File: config.mk
export PLATFORM = sky130hd
export DESIGN_NAME = seq_pair_ctrl
export DESIGN_NICKNAME = d
export VERILOG_FILES = /design/src/rtl/seq_pair_pkg.sv /design/src/rtl/pair_detect.sv /design/src/rtl/seq_pair_ctrl.sv
export SDC_FILE = /design/constraint.sdc
export NUM_CORES = 1
export LEC_CHECK = 0
export CORE_MARGIN = 4
export CORE_UTILIZATION = 53
export CTS_CLUSTER_DIAMETER = 80
export DETAILED_ROUTE_END_ITERATION = 8
export PLACE_DENSITY = 0.86
export SLEW_MARGIN = 25
export SYNTH_ARGS = -nofsm -noshare
export SYNTH_HDL_FRONTEND = slang
export SYNTH_SLANG_ARGS = --single-unit
File: constraint.sdc
create_clock -name clk -period 2.3 [get_ports clk]
set_input_delay 0.46 -clock clk [delete_from_list [all_inputs] [get_ports clk]]
set_output_delay 0.46 -clock clk [all_outputs]
set_load 0.02 [all_outputs]
File: src/rtl/seq_pair_pkg.sv
// Shared state encodings and detector transition helpers for the serializing pair counter.
package seq_pair_pkg;

    typedef enum logic [1:0] {
        StIdle   = 2'd0,
        StShift  = 2'd1,
        StReport = 2'd2
    } ctrl_state_e;

    typedef enum logic [2:0] {
        DetStart    = 3'd0,
        DetRd0Once  = 3'd1,
        DetRd0Twice = 3'd2,
        DetRd1Once  = 3'd3,
        DetRd1Twice = 3'd4
    } det_state_e;

    function automatic det_state_e det_next(input det_state_e s, input logic b);
        det_state_e n;
        if (b) begin
            n = (s == DetRd1Once || s == DetRd1Twice) ? DetRd1Twice : DetRd1Once;
        end else begin
            n = (s == DetRd0Once || s == DetRd0Twice) ? DetRd0Twice : DetRd0Once;
        end
        return n;
    endfunction

    // A hit is any move into a *Twice state: current bit repeats the previous one.
    function automatic logic det_hit(input det_state_e s, input logic b);
        logic h;
        if (b) begin
            h = (s == DetRd1Once || s == DetRd1Twice);
        end else begin
            h = (s == DetRd0Once || s == DetRd0Twice);
        end
        return h;
    endfunction

endpackage

File: src/rtl/pair_detect.sv
// Mealy detector flagging two equal consecutive bits; holds state unless enabled.
module pair_detect
    import seq_pair_pkg::*;
(
    input  logic clk,
    input  logic reset,
    input  logic clr,
    input  logic en,
    input  logic din_bit,
    output logic dout_bit
);

    det_state_e r_state;

    always_ff @(posedge clk or posedge reset) begin
        if (reset) begin
            r_state <= DetStart;
        end else if (clr) begin
            r_state <= DetStart;
        end else if (en) begin
            r_state <= det_next(r_state, din_bit);
        end
    end

    assign dout_bit = en & det_hit(r_state, din_bit);

endmodule

File: src/rtl/seq_pair_ctrl.sv
// Accepts a word, shifts it MSB-first through the pair detector and reports the hit count.
module seq_pair_ctrl
    import seq_pair_pkg::*;
#(
    parameter int unsigned DATA_W = 8,
    localparam int unsigned CNT_W = $clog2(DATA_W + 1)
) (
    input  logic              clk,
    input  logic              reset,
    input  logic              in_valid,
    output logic              in_ready,
    input  logic [DATA_W-1:0] in_data,
    input  logic              keep_hist,
    output logic              out_valid,
    input  logic              out_ready,
    output logic [CNT_W-1:0]  out_count,
    output logic              ser_bit,
    output logic              busy
);

    ctrl_state_e       r_state;
    logic [DATA_W-1:0] r_shift;
    logic [CNT_W-1:0]  r_bitcnt;
    logic [CNT_W-1:0]  r_hits;
    logic [CNT_W-1:0]  r_out_count;
    logic              r_out_valid;
    logic              r_in_ready;
    logic              r_busy;

    logic w_accept;
    logic w_clr;
    logic w_en;
    logic w_ser_bit;
    logic w_hit;
    logic w_last;

    assign w_accept  = (r_state == StIdle) & in_valid;
    assign w_clr     = w_accept & ~keep_hist;
    assign w_en      = (r_state == StShift);
    assign w_ser_bit = w_en & r_shift[DATA_W-1];
    assign w_last    = (r_bitcnt == CNT_W'(DATA_W - 1));

    pair_detect u_pair_detect (
        .clk      (clk),
        .reset    (reset),
        .clr      (w_clr),
        .en       (w_en),
        .din_bit  (w_ser_bit),
        .dout_bit (w_hit)
    );

    always_ff @(posedge clk or posedge reset) begin
        if (reset) begin
            r_state     <= StIdle;
            r_shift     <= '0;
            r_bitcnt    <= '0;
            r_hits      <= '0;
            r_out_count <= '0;
            r_out_valid <= 1'b0;
            r_in_ready  <= 1'b1;
            r_busy      <= 1'b0;
        end else begin
            case (r_state)
                StIdle: begin
                    if (w_accept) begin
                        r_shift    <= in_data;
                        r_bitcnt   <= '0;
                        r_hits     <= '0;
                        r_in_ready <= 1'b0;
                        r_busy     <= 1'b1;
                        r_state    <= StShift;
                    end
                end
                StShift: begin
                    r_shift  <= {r_shift[DATA_W-2:0], 1'b0};
                    r_bitcnt <= r_bitcnt + 1'b1;
                    r_hits   <= r_hits + CNT_W'(w_hit);
                    // The final bit's hit is folded straight into the reported count.
                    if (w_last) begin
                        r_out_count <= r_hits + CNT_W'(w_hit);
                        r_out_valid <= 1'b1;
                        r_state     <= StReport;
                    end
                end
                StReport: begin
                    if (out_ready) begin
                        r_out_valid <= 1'b0;
                        r_in_ready  <= 1'b1;
                        r_busy      <= 1'b0;
                        r_state     <= StIdle;
                    end
                end
                default: begin
                    r_state <= StIdle;
                end
            endcase
        end
    end

    assign in_ready  = r_in_ready;
    assign out_valid = r_out_valid;
    assign out_count = r_out_count;
    assign ser_bit   = w_ser_bit;
    assign busy      = r_busy;

endmodule

==> reports/metrics.cfg <==
[finish]
syn_to_final_growth_pct = 19.1
drive_gt1_share_pct = 12.9
antenna_cells = 0
fin_util_pct = 67.1
final_area_um2 = 1680
regArea_um2 = 703
nets = 180
n_fill_cell = 191
multiInputGateArea_um2 = 632

[timing]
hold_viol = 0
relSlewSlack_pct = 73.2
period_needed_ps = 2170
finalSetupViolCount = 0
fmax_ghz = 0.462
setup_tns_ps = 0
slew_violations = 0
rsz0062_at_grt = no
fin_crit_sh_pct = 94.2
clock_skew_ps = 6.31
worst_pin_slew_ps = 400

[critical_path]
endpoint_kind = output pin
timing_worst_setup_path_type = flop to output pin
crit_end = ser_bit
worstRegToRegCells = 7
cp-startpoint = r_state[1]
reg2reg_to = out_count[2]
cp.required_ps = 1840
reg2reg_slack_ps = 330
critPathArrivalTime_ps = 1710
cp_max_fo = 4
reg2reg_from = u_pair_detect.r_state[0]
start_kind = flop

[placed_design]
numPortBuffers = 20
place_congestion = 0.780
dpl_cell_area_um2 = 1640
hpwl_um = 1840

[floorplanning]
start_util_pct = 56.4
core_um2 = 2500
fp.dieW_um = 59.6
dieArea_um2 = 3550
ioPinCount = 21
num_rows = 18
die_h_um = 59.6

[synth]
syn_inst = 140
synthArstFlopShare_pct = 100
ys_ff_latch = 28
synth-edff-count = 0
syn_avg_cell_area_um2 = 10.1
synth_area_leaders = dfrtp_1, o21ai_0, mux2i_1, nand2_1, mux2_2
mappedNetlistArea_um2 = 1410
ys.flop_type = dfrtp_1
ys_types = 34
yosysWarnings = 0
synth_largest_area_cell = dfrtp_1
yosysSeqAreaShare_pct = 49.8
syn-num-nets = 156
yosysTopAreaCellShare_pct = 48.0

[min_path]
min_path_type = primary input to asynchronous set/reset pin

[route]
wirelength_um = 2530
ant_nets = 0
first_pass_iters = 4
drt-initial-drc-count = 36
drc = 0
wire_per_inst_um = 13.1
via_per_inst = 5.51
via_count = 1064

[clock_network]
cts_buffers = 3
htreeDepth = 1
cts_tree = built
clockBufferDepth = 2
clk_pin_slew_ps = 140
root_buffer = clkbuf_4
cts_sinks = 28
clkLatencyLatePin_ps = 320

[run_status]
status = finished, final reports clean

[grt]
grt_use_total_pct = 15.3
grt_max_degree = 29
antenna_found_initial = 0
grt_pass1_wl_um = 4170
gr-total-overflow = 0
first_global_vias = 1007

[job]
max_cap_violations = 0

[power_and_ir_drop]
power_leakage_uw = 0.000698
power.density_nw_per_um2 = 1170
ir_worst_vdd_mv = 0.681

==> cell usage after synthesis (all sizes together) (2+ instances only) <==
cell	count
mux2	4
mux2i	8
clkbuf	2
nor3b	4
o21ai	24
inv	7
nor2	2
a31o	2
ha	3
nand3b	2
nor3	2
nand3	3
nand2	20
dfrtp	27
a211oi	2
nand2b	2
a21oi	7
xnor2	2
buf	6
xor2	2
==> power by group <==
| part | switching, uW | internal, uW |
|---|---|---|
| Sequential | 156 | 674 |
| Clock | 136 | 67.8 |
| Combinational | 474 | 448 |
| Total | 766 | 1190 |
==> worst max-delay path, cell delays in order (launching register included) <==
cell             delay [ps]
dfrtp_1                 400
and2b_1                 250
and2_1                  140
clkdlybuf4s50_1         590
==> registers in the layout (all words and copies together), names as in the netlist <==
register and flops:
r_state 2, r_bitcnt 4, in_ready 1, busy 1, out_count 4, r_shift 8
u_pair_detect.r_state 3, out_valid 1, r_hits 4
==> per-stage QoR <==
step	hold slack (ps)	total power (uW)	setup WS, ps	instances
after global routing	510	2120	32.1	193
after detailed placement	469	1750	318	187
after CTS	487	1950	7.09	191
after floorplan	449	1490	261	140
after global placement	459	1700	353	187
final	475	1960	134	193
==> how the worst min path moves through the flow <==
stage	start	endpoint	slack, ps	cells past startpoint
final	reset	r_shift[1]	480	3
after floorplan	r_shift[1]	r_shift[2]	450	2
after CTS	reset	r_hits[3]	490	3
after detailed placement	out_valid	out_valid	470	1
after global placement	r_shift[6]	r_shift[7]	460	2
after global routing	reset	r_hits[3]	510	3
==> timing repair <==
| action | CTS | global route |
|---|---|---|
| setup buffers | 0 | 2 |
| endpoints found under the setup margin | 0 | 1 |
| resized for setup | 0 | 1 |
| hold buffers | 0 | 0 |
==> cell families (layout without fill, tap and decap cells) <==
| logic type | after synthesis | after routing | synth area share (%) |
|---|---|---|---|
| and+or+nand+nor | 40 | 40 | 15.8 |
| AOI/OAI and AO/OA | 38 | 38 | 15.0 |
| DFF | 28 | 28 | 49.8 |
| buffers and inverters | 15 | 38 | 5.33 |
| muxes | 12 | 12 | 8.88 |
| xor gates and xnor gates | 4 | 4 | 2.49 |
| adders and majority gates | 3 | 3 | 2.66 |
==> area by class of cell <==
type	count	area share, %
Inverter	7	1.57
Sequential cell	28	41.9
Multi-Input combinational cell	97	37.7
Clock buffer	4	1.57
Timing Repair Buffer	27	15.1
Tap cell	30	2.24
==> cell usage in the layout, fill, tap and decap left out, drive strengths merged, types with 7 or more instances in the layout <==
master	synthesis	layout
o21ai	24	24
a21oi	7	7
inv	7	7
buf	6	7
mux2i	8	8
nand2	20	20
clkdlybuf4s50	0	20
dfrtp	27	27
==> per-layer routing <==
metal	vias to the layer above	track usage (%)	wire length, um
met5	-	0	0
met4	0	4.75	19
met3	2	3.27	101
met2	16	26.8	1250
met1	516	18.6	1160
li1	530	-	-
Power figures use the tool's default switching activity.
